==> config.mk <==
export PLATFORM = sky130hd
export DESIGN_NAME = reg_file_flat
export DESIGN_NICKNAME = d
export VERILOG_FILES = /design/src/rtl/cpu_pkg.sv /design/src/rtl/reg_file_if.sv /design/src/rtl/reg_file_rd_port.sv /design/src/rtl/reg_file.sv /design/src/flat_wrapper.sv
export SDC_FILE = /design/constraint.sdc
export NUM_CORES = 2
export LEC_CHECK = 0
export ABC_AREA = 1
export CELL_PAD_IN_SITES_DETAIL_PLACEMENT = 1
export CELL_PAD_IN_SITES_GLOBAL_PLACEMENT = 1
export CORE_MARGIN = 8
export CORE_UTILIZATION = 45
export CTS_CLUSTER_DIAMETER = 120
export DETAILED_ROUTE_END_ITERATION = 10
export PLACE_DENSITY_LB_ADDON = 0.1
export SKIP_CTS_REPAIR_TIMING = 1
export SYNTH_ARGS = -nofsm -noshare
export SYNTH_HDL_FRONTEND = slang
export SYNTH_SLANG_ARGS = --single-unit
export TNS_END_PERCENT = 10
==> constraint.sdc <==
create_clock -name clk -period 4.1 [get_ports clk]
set_clock_uncertainty 0.05 [all_clocks]
set_input_delay 0.615 -clock clk [delete_from_list [all_inputs] [get_ports clk]]
set_output_delay 0.615 -clock clk [all_outputs]
set_load 0.005 [all_outputs]
==> src/rtl/cpu_pkg.sv <==
// Shared CPU datapath types: register index and data word, plus register file geometry.
package cpu_pkg;
  localparam int DATA_W = 32;
  localparam int ADDR_W = 5;
  localparam int DEPTH  = 2 ** ADDR_W;
  localparam int NUM_RD = 2;

  typedef logic [ADDR_W-1:0] reg_idx_t;
  typedef logic [DATA_W-1:0] word_t;

  localparam reg_idx_t REG_ZERO = 5'd0;

  typedef struct packed {
    logic     wr_en;
    reg_idx_t wr_addr;
    word_t    wr_data;
  } wr_req_t;
endpackage

==> src/rtl/reg_file_if.sv <==
// Register file bus: two read ports and one write port between the datapath and reg_file.
interface reg_file_if;
  import cpu_pkg::*;

  reg_idx_t rd_addr_1;
  reg_idx_t rd_addr_2;
  word_t    rd_data_1;
  word_t    rd_data_2;
  logic     wr_en;
  reg_idx_t wr_addr;
  word_t    wr_data;

  modport master (
    output rd_addr_1, rd_addr_2, wr_en, wr_addr, wr_data,
    input  rd_data_1, rd_data_2
  );

  modport slave (
    input  rd_addr_1, rd_addr_2, wr_en, wr_addr, wr_data,
    output rd_data_1, rd_data_2
  );
endinterface

==> src/rtl/reg_file_rd_port.sv <==
// One combinational read port: zero check, write bypass and 32:1 mux.
module reg_file_rd_port
  import cpu_pkg::*;
(
  input  reg_idx_t                     i_rd_addr,
  input  logic [DEPTH-1:0][DATA_W-1:0] i_regs,
  input  logic                         i_wr_en,
  input  reg_idx_t                     i_wr_addr,
  input  word_t                        i_wr_data,
  input  logic                         i_rst_n,
  output word_t                        o_rd_data
);
  logic  w_zero;
  logic  w_hit;
  word_t w_mux;

  // Bypass compare runs alongside the mux; only the final select sits on the mux path.
  assign w_zero = (i_rd_addr == REG_ZERO);
  assign w_hit  = i_rst_n & i_wr_en & (i_wr_addr == i_rd_addr);
  assign w_mux  = i_regs[i_rd_addr];

  always_comb begin
    o_rd_data = w_mux;
    if (w_hit)  o_rd_data = i_wr_data;
    if (w_zero) o_rd_data = '0;
  end
endmodule

==> src/rtl/reg_file.sv <==
// 2R1W register file, x0 hardwired to zero, write-first bypass on both read ports.
module reg_file
  import cpu_pkg::*;
(
  input logic       clk,
  input logic       rst_n,
  reg_file_if.slave bus
);
  logic [DEPTH-1:1][DATA_W-1:0]  r_regs;
  logic [DEPTH-1:0][DATA_W-1:0]  w_regs;
  logic [NUM_RD-1:0][ADDR_W-1:0] w_rd_addr;
  logic [NUM_RD-1:0][DATA_W-1:0] w_rd_data;

  always_ff @(posedge clk or negedge rst_n) begin
    if (!rst_n) begin
      r_regs <= '0;
    end else if (bus.wr_en) begin
      for (int i = 1; i < DEPTH; i++)
        if (bus.wr_addr == reg_idx_t'(i)) r_regs[i] <= bus.wr_data;
    end
  end

  // Entry 0 has no storage; a constant zero slot keeps the mux a clean power of two.
  assign w_regs    = {r_regs, {DATA_W{1'b0}}};
  assign w_rd_addr = {bus.rd_addr_2, bus.rd_addr_1};

  for (genvar p = 0; p < NUM_RD; p++) begin : g_rd
    reg_file_rd_port u_port (
      .i_rd_addr (w_rd_addr[p]),
      .i_regs    (w_regs),
      .i_wr_en   (bus.wr_en),
      .i_wr_addr (bus.wr_addr),
      .i_wr_data (bus.wr_data),
      .i_rst_n   (rst_n),
      .o_rd_data (w_rd_data[p])
    );
  end

  assign bus.rd_data_1 = w_rd_data[0];
  assign bus.rd_data_2 = w_rd_data[1];
endmodule

==> src/flat_wrapper.sv <==
// flat-port wrapper written by rule: the top's interface ports become plain ports
module reg_file_flat import cpu_pkg::*;
  (clk, rst_n, bus_rd_addr_1, bus_rd_addr_2, bus_wr_en, bus_wr_addr, bus_wr_data, bus_rd_data_1, bus_rd_data_2);
  reg_file_if bus_i ();
  input logic clk;
  input logic rst_n;
  input wire logic [$bits(bus_i.rd_addr_1)-1:0] bus_rd_addr_1;
  input wire logic [$bits(bus_i.rd_addr_2)-1:0] bus_rd_addr_2;
  input wire logic [$bits(bus_i.wr_en)-1:0] bus_wr_en;
  input wire logic [$bits(bus_i.wr_addr)-1:0] bus_wr_addr;
  input wire logic [$bits(bus_i.wr_data)-1:0] bus_wr_data;
  output wire logic [$bits(bus_i.rd_data_1)-1:0] bus_rd_data_1;
  output wire logic [$bits(bus_i.rd_data_2)-1:0] bus_rd_data_2;
  assign bus_i.rd_addr_1 = bus_rd_addr_1;
  assign bus_i.rd_addr_2 = bus_rd_addr_2;
  assign bus_i.wr_en = bus_wr_en;
  assign bus_i.wr_addr = bus_wr_addr;
  assign bus_i.wr_data = bus_wr_data;
  assign bus_rd_data_1 = bus_i.rd_data_1;
  assign bus_rd_data_2 = bus_i.rd_data_2;
  reg_file u_core (.clk(clk), .rst_n(rst_n), .bus(bus_i));
endmodule
Yosys cells after proc, flatten, opt, wreduce, memory -nomap -nowiden
Cells that the tools add are included.
- register bits after elaboration: 992
- latch bits: 0
- memory bits (writable): 0
- ROM bits: 0
- input bits: 50
- logic and storage cells: 110
- memories kept: 0
- add/sub/neg operators: 0
- multipliers: 0
- div/mod/pow operators: 0
- order comparisons: 2
- equality and inequality tests: 33
- shifts and indexed selects: 0
- multiplexer cells: 8
- bitwise gates (word level): 3
- reduce and logical (&&, ||, !) cells: 33
- operator list (kind ; count):
    $bmux W32 S5 ; 2
    $mux W32 ; 6
    $eq A5 B5 Y1 const B ; 16
    $reduce_and A2 Y1 ; 31
    $eq A5 B4 Y1 const B ; 8
    $eq A5 B3 Y1 const B ; 4
    $lt A5 B6 Y1 const B ; 2
    $eq A5 B2 Y1 const B ; 2
    $eq A5 B5 Y1 ; 2
    $logic_not A5 Y1 ; 2
    $eq A5 B1 Y1 const B ; 1
    $and A1 B1 Y1 ; 3

Depth between registers and ports, before layout
- depth after elaboration: 4
- depth in mapped cells: 13

Modules after synthesis
A second synthesis with hierarchy kept.
- cells, all modules: 10431
- area, all modules: 64687.0 sq um
- by module, submodules not included (module ; times used ; cells an instance ; area an instance (sq um) ; seq. area each (sq um)):
    reg_file ; 1 ; 4453 ; 39437.8 ; 24823.8
    reg_file_rd_port ; 2 ; 2989 ; 12624.6 ; 0.0

Worst setup path before layout
OpenSTA, ideal clock, no wires.
- path type: input to output
- start point: input port bus_rd_addr_1[3]
- end point: output port bus_rd_data_1[20]
- arrival time: 1.749 ns
- path slack: 1.686 ns
- stages on the path: 8
- buffers on the path: 3
- cells stage by stage: buf_2 -> inv_1 -> clkbuf_1 -> buf_1 -> nand3_1 -> nand3_1 -> nand2_1 -> a21oi_1
- longest elaborated chain between the ends: 4
- elaborated cells between the ends (all ways): 7
- classes of those cells: 1 x eq/ne; 4 x mux; 1 x bitwise; 1 x reduce/logical
- RTL lines (item ; line ; text):
    from (decl) ; flat_wrapper.sv:7 ; input wire logic [$bits(bus_i.rd_addr_1)-1:0] bus_rd_addr_1;
    $bmux W32 S5 / $eq A5 B5 Y1 (equally long branches) ; reg_file_rd_port.sv:20, reg_file_rd_port.sv:19 ;
    $mux W32 (not written as such) / $and A1 B1 Y1 (equally long branches) ; reg_file_rd_port.sv:20, reg_file_rd_port.sv:19 ;
    $mux W32 ; reg_file_rd_port.sv:24 ; if (w_hit) o_rd_data = i_wr_data;
    $mux W32 (*) ; reg_file_rd_port.sv:25 ; if (w_zero) o_rd_data = '0;
    to (decl) ; flat_wrapper.sv:12 ; output wire logic [$bits(bus_i.rd_data_1)-1:0] bus_rd_data_1;
Mark *: on every way between the ends. The rest lies on a longest branch, timed or not. The select of a mux whose other input is x is not followed.

Final worst setup path
- start point: input port bus_wr_addr[0]
- end point: output port bus_rd_data_2[20]
- longest elaborated chain between the ends: 4
- RTL lines (item ; line ; text):
    from (decl) ; flat_wrapper.sv:10 ; input wire logic [$bits(bus_i.wr_addr)-1:0] bus_wr_addr;
    $eq A5 B5 Y1 ; reg_file_rd_port.sv:19 ; assign w_hit = i_rst_n & i_wr_en & (i_wr_addr == i_rd_addr);
    $and A1 B1 Y1 ; reg_file_rd_port.sv:19 ;
    $mux W32 ; reg_file_rd_port.sv:24 ;
    $mux W32 ; reg_file_rd_port.sv:25 ;
    to (decl) ; flat_wrapper.sv:13 ; output wire logic [$bits(bus_i.rd_data_2)-1:0] bus_rd_data_2;
Every way passes these cells.

==> results.tsv <==
stage	metric	value	unit
run_status	outcome	complete, but fails checks	
run_status	failing checks	negative hold slack	
route	via count	60800	
clock_tree	htree depth	3	
die	die area	139000	sq um
sta	Hold WS	-0.0940	ns
finish	Final Util	0.509	
die	starting density of the core	0.451	
place	DP Wirelength	150	mm
worst_setup_path	reg2reg setup slack	3.26	ns
job	max-cap violations	0	
power_and_ir_drop	pwr dens	473	nW/um^2
clock_tree	CTS Buffer Depth	3	
global_route	global-route wire length before repair	397	mm
worst_setup_path	Worst Path Required	3.43	ns
sta	Final Hold Fails	17	
global_route	routing usage on met2	0.580	
die	IO Pins	114	
power_and_ir_drop	switching portion of total power	0.330	
worst_setup_path	CP Max Fanout	22	
synth	Synth Register Bits	992	
synth	Syn Nets	8529	
global_route	antenna violations before repair	8	
finish	post-route cell area	64600	sq um
sta	worst slew pin tran	1.21	ns
synth	Post-Synth Simple-Gate Area	0.320	
route	Routed WL	263	mm
clock_tree	CTS tree	done	
clock_tree	clock-pin slew on the worst setup and hold paths	0.06	ns
synth	post-synth top area share	0.433	
place	DP Cell Count	9753	
synth	Seq/Total Area, Yosys	0.433	
synth	Adder-Cell Fraction of Synth Area	0	
synth	Synth top cells by count	2820 x nand2_1, 1189 x nand3_1, 1086 x o21ai_0	
sta	crit share post-route	0.992	
place	worst slack at placement	0.0592	ns
sta	Slew headroom	0.195	
synth	mean post-synth cell area	6.75	sq um
synth	post-synthesis xor/xnor area fraction	0.000306	
synth	synthesized cell area	57300	sq um
place	GP Congestion	0.878	
hold_path	Hold WC Path Type	in -> async	
clock_tree	clock sink total	992	
sta	Fin Setup TNS	0	ns
finish	final non-filler cell total	9971	
route	wire per inst	26.4	microns
power_and_ir_drop	peak supply drop	0.367	mV
synth	Post-synth EDFFs	0	
worst_setup_path	Arr. time, crit path	3.40	ns
die	Die W	373	microns
global_route	largest net degree at the start of global routing	163	
synth	ys async rst share	1.00	
finish	max reg flops	992	
place	PortBufs	113	
synth	most frequent cell after synthesis	nand2_1	
sta	max-slew violation count	0	
clock_tree	Clock Latency Late Sink	0.74	ns
power_and_ir_drop	Pint	20.5	mW
finish	most flop-heavy register	u_core.r_regs	
global_route	vias in the first global route	62100	
synth	Main synth FF type	dfrtp_1	
die	row count	131	
die	core area	127000	sq um
route	DR vias/cell	6.09	
synth	Syn. warnings	0	
synth	top cells by area, synth	dfrtp_1 43%, nand2_1 18%, nand3_1 10%	
power_and_ir_drop	static leakage	31.5	nW
synth	mux share of post-synthesis cell area	0	
finish	layout cell share with drive strength beyond 1	0.0617	
global_route	GRT Total Usage	0.369	
die	die height	373	microns
global_route	GR Util met1	0.488	
power_and_ir_drop	Sw Pwr	10.1	mW
global_route	global routing usage on met3	0.0824	
worst_setup_path	startpoint class of the critical path	input port	
power_and_ir_drop	clock power share	0.364	
synth	synth unique cells	26	
finish	Nets	8262	
clock_tree	Root Driver	clkbuf_16	
global_route	GRT Max-Usage Layer	met2	
finish	biggest regs	u_core.r_regs (992)	
synth	Synth Area in Compound Gates	0.143	
clock_tree	TritonCTS Buffers	118	
power_and_ir_drop	Total Power	30.6	mW
place	area post-placement	60500	sq um
finish	# diodes	0	
sta	final worst-path setup slack	0.0331	ns
sta	Final setup viols	0	
power_and_ir_drop	sequential share of power	0.424	
synth	Syn Inst Count	8479	
synth	largest area contributor in the netlist	dfrtp_1	
power_and_ir_drop	Logic pwr share	0.212	
finish	area grow syn2layout	12.8	%
route	# DRC	0	
route	Initial DRC Count	6811	
sta	fin crit period	4.07	ns
worst_setup_path	CP Class	in -> out	
synth	largest family of logic cells by synthesized area	simple AND/OR/NAND/NOR gates	
global_route	total gr overflow	0	
route	Antenna Nets Post-Route	0	
route	total iterations of the first detailed-routing run	5	
worst_setup_path	crit end category	output pin	
sta	maximum clock rate	0.246	GHz
-- routing by layer --
layer | part of all wire | vias to the layer above
li1 | - | 26600
met1 | 0.41 | 30400
met2 | 0.44 | 2934
met3 | 0.098 | 772
met4 | 0.048 | 8
met5 | 0.00022 | -
-- power groups by stage --
stage                     clock (mW)  combinational, mW  sequential (mW)
after floorplan                    0               4.21             12.7
after global placement             0               6.08             12.9
after detailed placement           0               6.36             13.0
after CTS                       11.2               6.42             12.9
after global routing            11.5               7.33             13.2
final                           11.1               6.48             13.0
-- cell families after synthesis --
group                  count (synthesis)
buffers and inverters               1475
flip-flops                           992
AO/OA/AOI/OAI                       1566
XOR/XNOR                               2
AND/OR/NAND/NOR                     4444
-- layout make-up --
class                      instances  area [sq um]
clock buffer                     179          3640
sequential                       992         24800
multi-input combinational       6012         26900
clock inverter                    38           433
timing repair buffer             323          3810
fill                           16200         62300
inverter                         765          2910
tap                             1662          2080
-- layout by cell type (no fill, tap or decap), types with 5 or more instances in the layout --
cell type,instances
nand3_4,8
clkbuf_1,22
nand4_1,18
o21ai_0,1086
clkinvlp_4,7
inv_1,752
nand3_1,1180
o211ai_1,143
nor2_1,363
clkdlybuf4s50_1,102
a21oi_1,272
or2_2,44
buf_4,126
o21ai_1,48
clkbuf_16,124
nand2_4,25
buf_8,5
clkinv_2,25
dfrtp_1,992
bufinv_16,8
nor2_4,5
nand2_1,2795
buf_12,86
clkbuf_8,33
a31oi_1,14
-- path summary, 6_finish.rpt --
kind | start | to | cells after the start
worst max register to register | u_core.r_regs[681] | u_core.r_regs[681] | 2
worst max-delay path | bus_wr_addr[0] | bus_rd_data_2[20] | 10
max in group asynchronous | rst_n | u_core.r_regs[860] | 3
worst min-delay path | rst_n | u_core.r_regs[776] | 2
min in group clk | u_core.r_regs[66] | u_core.r_regs[66] | 2
worst min register to register | u_core.r_regs[66] | u_core.r_regs[66] | 2
-- worst max-delay path, cell delays in order --
cell and delay (ns):
clkdlybuf4s50_1 0.63, inv_1 0.13, o21ai_0 0.20, a21oi_1 0.10
nand3_4 0.19, buf_6 0.34, nand3_1 0.32, nand2_1 0.24
inv_1 0.07, clkdlybuf4s50_1 0.50
Note: power is estimated with default switching activity, not from simulation.
